==> config.mk <==
export PLATFORM = sky130hd
export DESIGN_NAME = song_reader
export DESIGN_NICKNAME = d
export VERILOG_FILES = /design/src/rtl/song_reader.sv
export SDC_FILE = /design/constraint.sdc
export NUM_CORES = 1
export LEC_CHECK = 0
export ABC_AREA = 1
export CAP_MARGIN = 20
export CORE_MARGIN = 5
export CORE_UTILIZATION = 32
export DETAILED_ROUTE_END_ITERATION = 7
export HOLD_SLACK_MARGIN = 0.06
export PLACE_DENSITY = 0.62
export SYNTH_ARGS = -nofsm -noshare
export SYNTH_HDL_FRONTEND = slang
export SYNTH_SLANG_ARGS = --single-unit
==> constraint.sdc <==
create_clock -name clk -period 3.1 [get_ports clk]
set_input_delay 0.93 -clock clk [delete_from_list [all_inputs] [get_ports clk]]
set_output_delay 0.93 -clock clk [all_outputs]
set_load 0.02 [all_outputs]
==> src/rtl/song_reader.sv <==
// Song sequencer: walks up to 32 {note, duration} entries of the selected song
// in the song ROM and hands each one to the note player, one note at a time.
module song_reader (
  input  logic        clk,
  input  logic        reset,
  input  logic        play,
  input  logic [1:0]  song,
  input  logic        note_done,
  output logic [6:0]  rom_addr,
  input  logic [11:0] rom_data,
  output logic [5:0]  note,
  output logic [5:0]  duration,
  output logic        new_note,
  output logic        song_done
);

  typedef enum logic [2:0] {IDLE, FETCH, LOAD, NOTE, WAIT, DONE} state_t;

  state_t      r_state;
  logic [4:0]  r_note_idx;
  logic [1:0]  r_song_q;
  logic [5:0]  r_note;
  logic [5:0]  r_duration;
  logic        r_song_done;
  logic [5:0]  w_rom_dur;
  logic        w_song_same;

  assign w_rom_dur   = rom_data[5:0];
  assign w_song_same = (song == r_song_q);

  always_ff @(posedge clk) begin
    if (!reset) begin
      r_state     <= IDLE;
      r_note_idx  <= '0;
      r_note      <= '0;
      r_duration  <= '0;
      r_song_done <= 1'b0;
      r_song_q    <= song;
    end else if (!w_song_same) begin
      r_state     <= IDLE;
      r_note_idx  <= '0;
      r_note      <= '0;
      r_duration  <= '0;
      r_song_done <= 1'b0;
      r_song_q    <= song;
    end else if (play) begin
      case (r_state)
        IDLE:  r_state <= FETCH;
        FETCH: r_state <= LOAD;
        LOAD: begin
          // A zero duration marks the end of the song; the last note stays on the outputs.
          if (w_rom_dur == '0) begin
            r_state     <= DONE;
            r_song_done <= 1'b1;
          end else begin
            r_note     <= rom_data[11:6];
            r_duration <= w_rom_dur;
            r_state    <= NOTE;
          end
        end
        NOTE:  r_state <= WAIT;
        WAIT: begin
          if (note_done) begin
            if (r_note_idx == 5'd31) begin
              r_state     <= DONE;
              r_song_done <= 1'b1;
            end else begin
              r_note_idx <= r_note_idx + 5'd1;
              r_state    <= FETCH;
            end
          end
        end
        DONE:    r_state <= DONE;
        default: r_state <= IDLE;
      endcase
    end
  end

  // NOTE is only left on a play=1 edge, so this fires exactly once per note
  // even when the FSM is frozen inside NOTE.
  assign new_note  = (r_state == NOTE) && play && w_song_same;
  assign rom_addr  = {song, r_note_idx};
  assign note      = r_note;
  assign duration  = r_duration;
  assign song_done = r_song_done;

endmodule
==> key figures, run 1 <==
Status
  – Status: completed

Final layout
  – Final Cell Area: 0.00150 mm2
  – Fill cell count: 324
  – Share of post-route cells with drive strength above 1: roughly 8.2%
  – Ant. Diodes: 0
  – Area grow syn2layout: 43.0%
  – Final core utilization: around half
  – Final nets: about 200
  – Non-Filler Instances: 227

Global routing
  – First-pass GRT wire length: around 4.1 mm
  – Vias in the first global route: around 1000
  – Largest net degree at the start of global routing: 21
  – Grt ovf: 0
  – Initial antenna violation count: 0
  – GRT Util Overall: 12.0%

Worst hold path
  – Hold Path End: song_done
  – Worst Hold Class: register to register
  – Hold path depth: 2
  – Hold Startpoint: song_done

Timing
  – Hold Vio Cnt, Final: 0
  – Slew Limit Fails: 0
  – Setup Viol. Count Final: 0
  – Final min period: a little over 3 ns
  – FMAX: ~330 MHz
  – Final period utilization: between 90 and 100%
  – Worst Tran Pin Value: 0.359 ns
  – Hold WS: between 0.4 and 0.5 ns
  – RSZ-0062 raised after global routing: false
  – Clock skew: about 0.0012 ns
  – Final setup TNS: 0 ns
  – Slew HR: about three quarters

Drt
  – Met3 WL: roughly 220 um
  – WL met1: around 1.1 mm
  – Wire length after detailed routing: roughly 2.5 mm
  – Met2 WL: roughly 1.1 mm
  – DR WL/cell: approximately 11 um
  – Post-DRT Antenna Nets: 0
  – Post-DR vias/cell: 4.41
  – DR pass1 iterations: 4
  – Vias post-DR: 1000
  – DR iter-0 viols: just under 60
  – DR DRC count: 0
  – Top sig layer: met4

Power and ir drop
  – Leak: between 0.5 and 0.6 nW
  – Worst vdd ir: 0.208 mV
  – PwrDens: 337 mW/mm2

Clock tree
  – Worst skew pair latency: 0.31 ns
  – Postcts setup bufs: 0
  – Clock-pin slew on the worst setup and hold paths: 0.12 ns
  – Clock sinks: 23
  – Clock root cell: clkbuf_4
  – Max Buffers Root-to-Sink: 2
  – CTS tree: yes
  – TritonCTS Buffers: 3
  – H-tree level count: 1

Logic synthesis
  – Avg Synthesized Cell Area: 7.38 um2
  – Ys async rst share: 0%
  – Netlist cell types: 20
  – Top FF cell, synth: dfxtp_1
  – Syn Inst Count: 142
  – Post-synthesis sequential area ratio: 45.9%
  – Synth Register Bits: 23
  – Number of synthesis warnings: 0
  – Post-synth EDFFs: 2
  – Cell Area, Synth: between 0.001 and 0.0015 mm2
  – Syn Nets: 162

Flow run
  – Max Cap Viol: 0

Setup path
  – CP startpoint kind: primary input
  – Critical-path maximum fanout: 2
  – CP Data Arrival Time: around 2.1 ns
  – FF-to-FF path depth: 10
  – Delay of the slowest cell on the worst path: a little under 0.6 ns
  – Worst path bufs/invs: 3
  – Crit-path most repeated cell: clkdlybuf4s50_1
  – Flop-to-flop setup slack: 1.48 ns
  – FF-to-FF End: r_note_idx[0]
  – Top delay family on crit path: buffers and inverters
  – Crit-path cells: clkdlybuf4s50_1 -> buf_4 -> clkdlybuf4s50_1
  – Slowest cell on the critical path: clkdlybuf4s50_1
  – Critical path capture point type: primary output
  – Worst path required time: approximately 2.2 ns
  – Reg-to-Reg Start: r_note_idx[1]
  – Crit Path Class: primary input to primary output

Floorplan
  – Row count: 20
  – Boundary Pins: 39
  – Die Y-Extent: approximately 67 um
  – Die area: 0.00452 mm2
  – Starting Density: between 30% and 40%
  – Core Region: about 0.0031 mm2
  – Die width: ~67 um

Place
  – PortBufs: 38
  – Hpwl dp: 1.94 mm
  – Placed insts: approximately 220
  – DP Area: about 0.0015 mm2
  – Gp weighted congestion: between 0.9 and 1
## state kept, by name, summed over array words and instances, names as in the netlist
| signal | flops |
|---|---|
| duration | 6 |
| note | 6 |
| r_note_idx | 5 |
| r_state | 3 |
| song_done | 1 |
| r_song_q | 2 |
## power by group
| part | switching [mW] | total, mW | internal (mW) |
|---|---|---|---|
| registers | 0.00238 | 0.306 | 0.303 |
| logic | 0.0260 | 0.0583 | 0.0323 |
| clock network | 0.0899 | 0.140 | 0.0502 |
| total | 0.118 | 0.504 | 0.386 |
## layout make-up
type	instances	area [um2]	share of cell area, %
Sequential cell	23	480	32.1
Multi-Input combinational cell	100	474	31.7
Timing Repair Buffer	42	408	27.2
Tap cell	44	55.1	3.68
Inverter	14	53.8	3.59
Clock buffer	4	26.3	1.75
## cell families after synthesis
kind of cell	count (synthesis)	share of synthesized area, %
simple gates	71	29.3
xor+xnor	2	1.67
buf+inv	19	8.84
fa+ha+maj	2	2.39
flops	23	45.9
compound gates	25	11.9
## Yosys cell counts (2+ instances only)
master | count | share of area, %
a21oi_1 | 21 | 10
buf_4 | 3 | 2.2
dfxtp_1 | 21 | 40
edfxtp_1 | 2 | 5.7
ha_1 | 2 | 2.4
inv_1 | 11 | 3.9
inv_2 | 2 | 0.72
nand2_1 | 47 | 17
nand3_1 | 7 | 3.3
nor2_1 | 11 | 3.9
nor2_2 | 2 | 1.2
o21ai_0 | 4 | 1.9
xnor2_1 | 2 | 1.7
## placed cells by master, fill, tap and decap left out, types with 3 or more instances in the layout
cell type        instances
nor2_1                  11
inv_1                   11
nand2_1                 47
clkbuf_4                 3
nand3_1                  7
clkdlybuf4s50_1         36
o21ai_0                  4
a21oi_1                 21
buf_4                    4
dfxtp_1                 21
## worst register-to-register path, delay by kind of cell (launching register included)
| kind | cells | cell delay [ns] |
|---|---|---|
| buffers and inverters | 2 | 0.18 |
| adders and majority gates | 2 | 0.38 |
| and+or+nand+nor | 4 | 0.40 |
| DFF | 1 | 0.36 |
| AOI/OAI and AO/OA | 2 | 0.21 |
## repair_timing
| item | in CTS | in global routing |
|---|---|---|
| resized for setup | 1 | 4 |
| endpoints found under the setup margin | 1 | 2 |
| hold buffers | 0 | 0 |
## per-stage QoR
step	power, mW	worst slack, ns
global route	0.528	0.00619
finish	0.504	0.0454
detailed placement	0.371	-0.274
CTS	0.508	0.0121
global placement	0.370	-0.256
floorplan	0.336	0.574
## how the worst max path moves through the flow
stage / start / endpoint / slack, ns / cells past startpoint
final: song[0] / rom_addr[5] / 0.05 / 3
after global routing: song[0] / rom_addr[5] / 0.006 / 3
after CTS: song[1] / new_note / 0.01 / 5
after detailed placement: song[1] / new_note / -0.27 / 5
after global placement: song[1] / new_note / -0.26 / 5
after floorplan: song[0] / new_note / 0.57 / 3
## routing by layer
layer / vias up / GRT usage [%]
met5: - / 0
met4: 0 / 4.56
met3: 4 / 5.49
met2: 26 / 19.6
met1: 439 / 13.5
li1: 531 / -
(Power assumes the default switching activity.)
==> run 2: changes to the inputs <==
Settings changed: HOLD_SLACK_MARGIN 0.06 to 0.12.
==> results of run 2 <==
Final layout, timing and power as in run 1 (identical DEF).
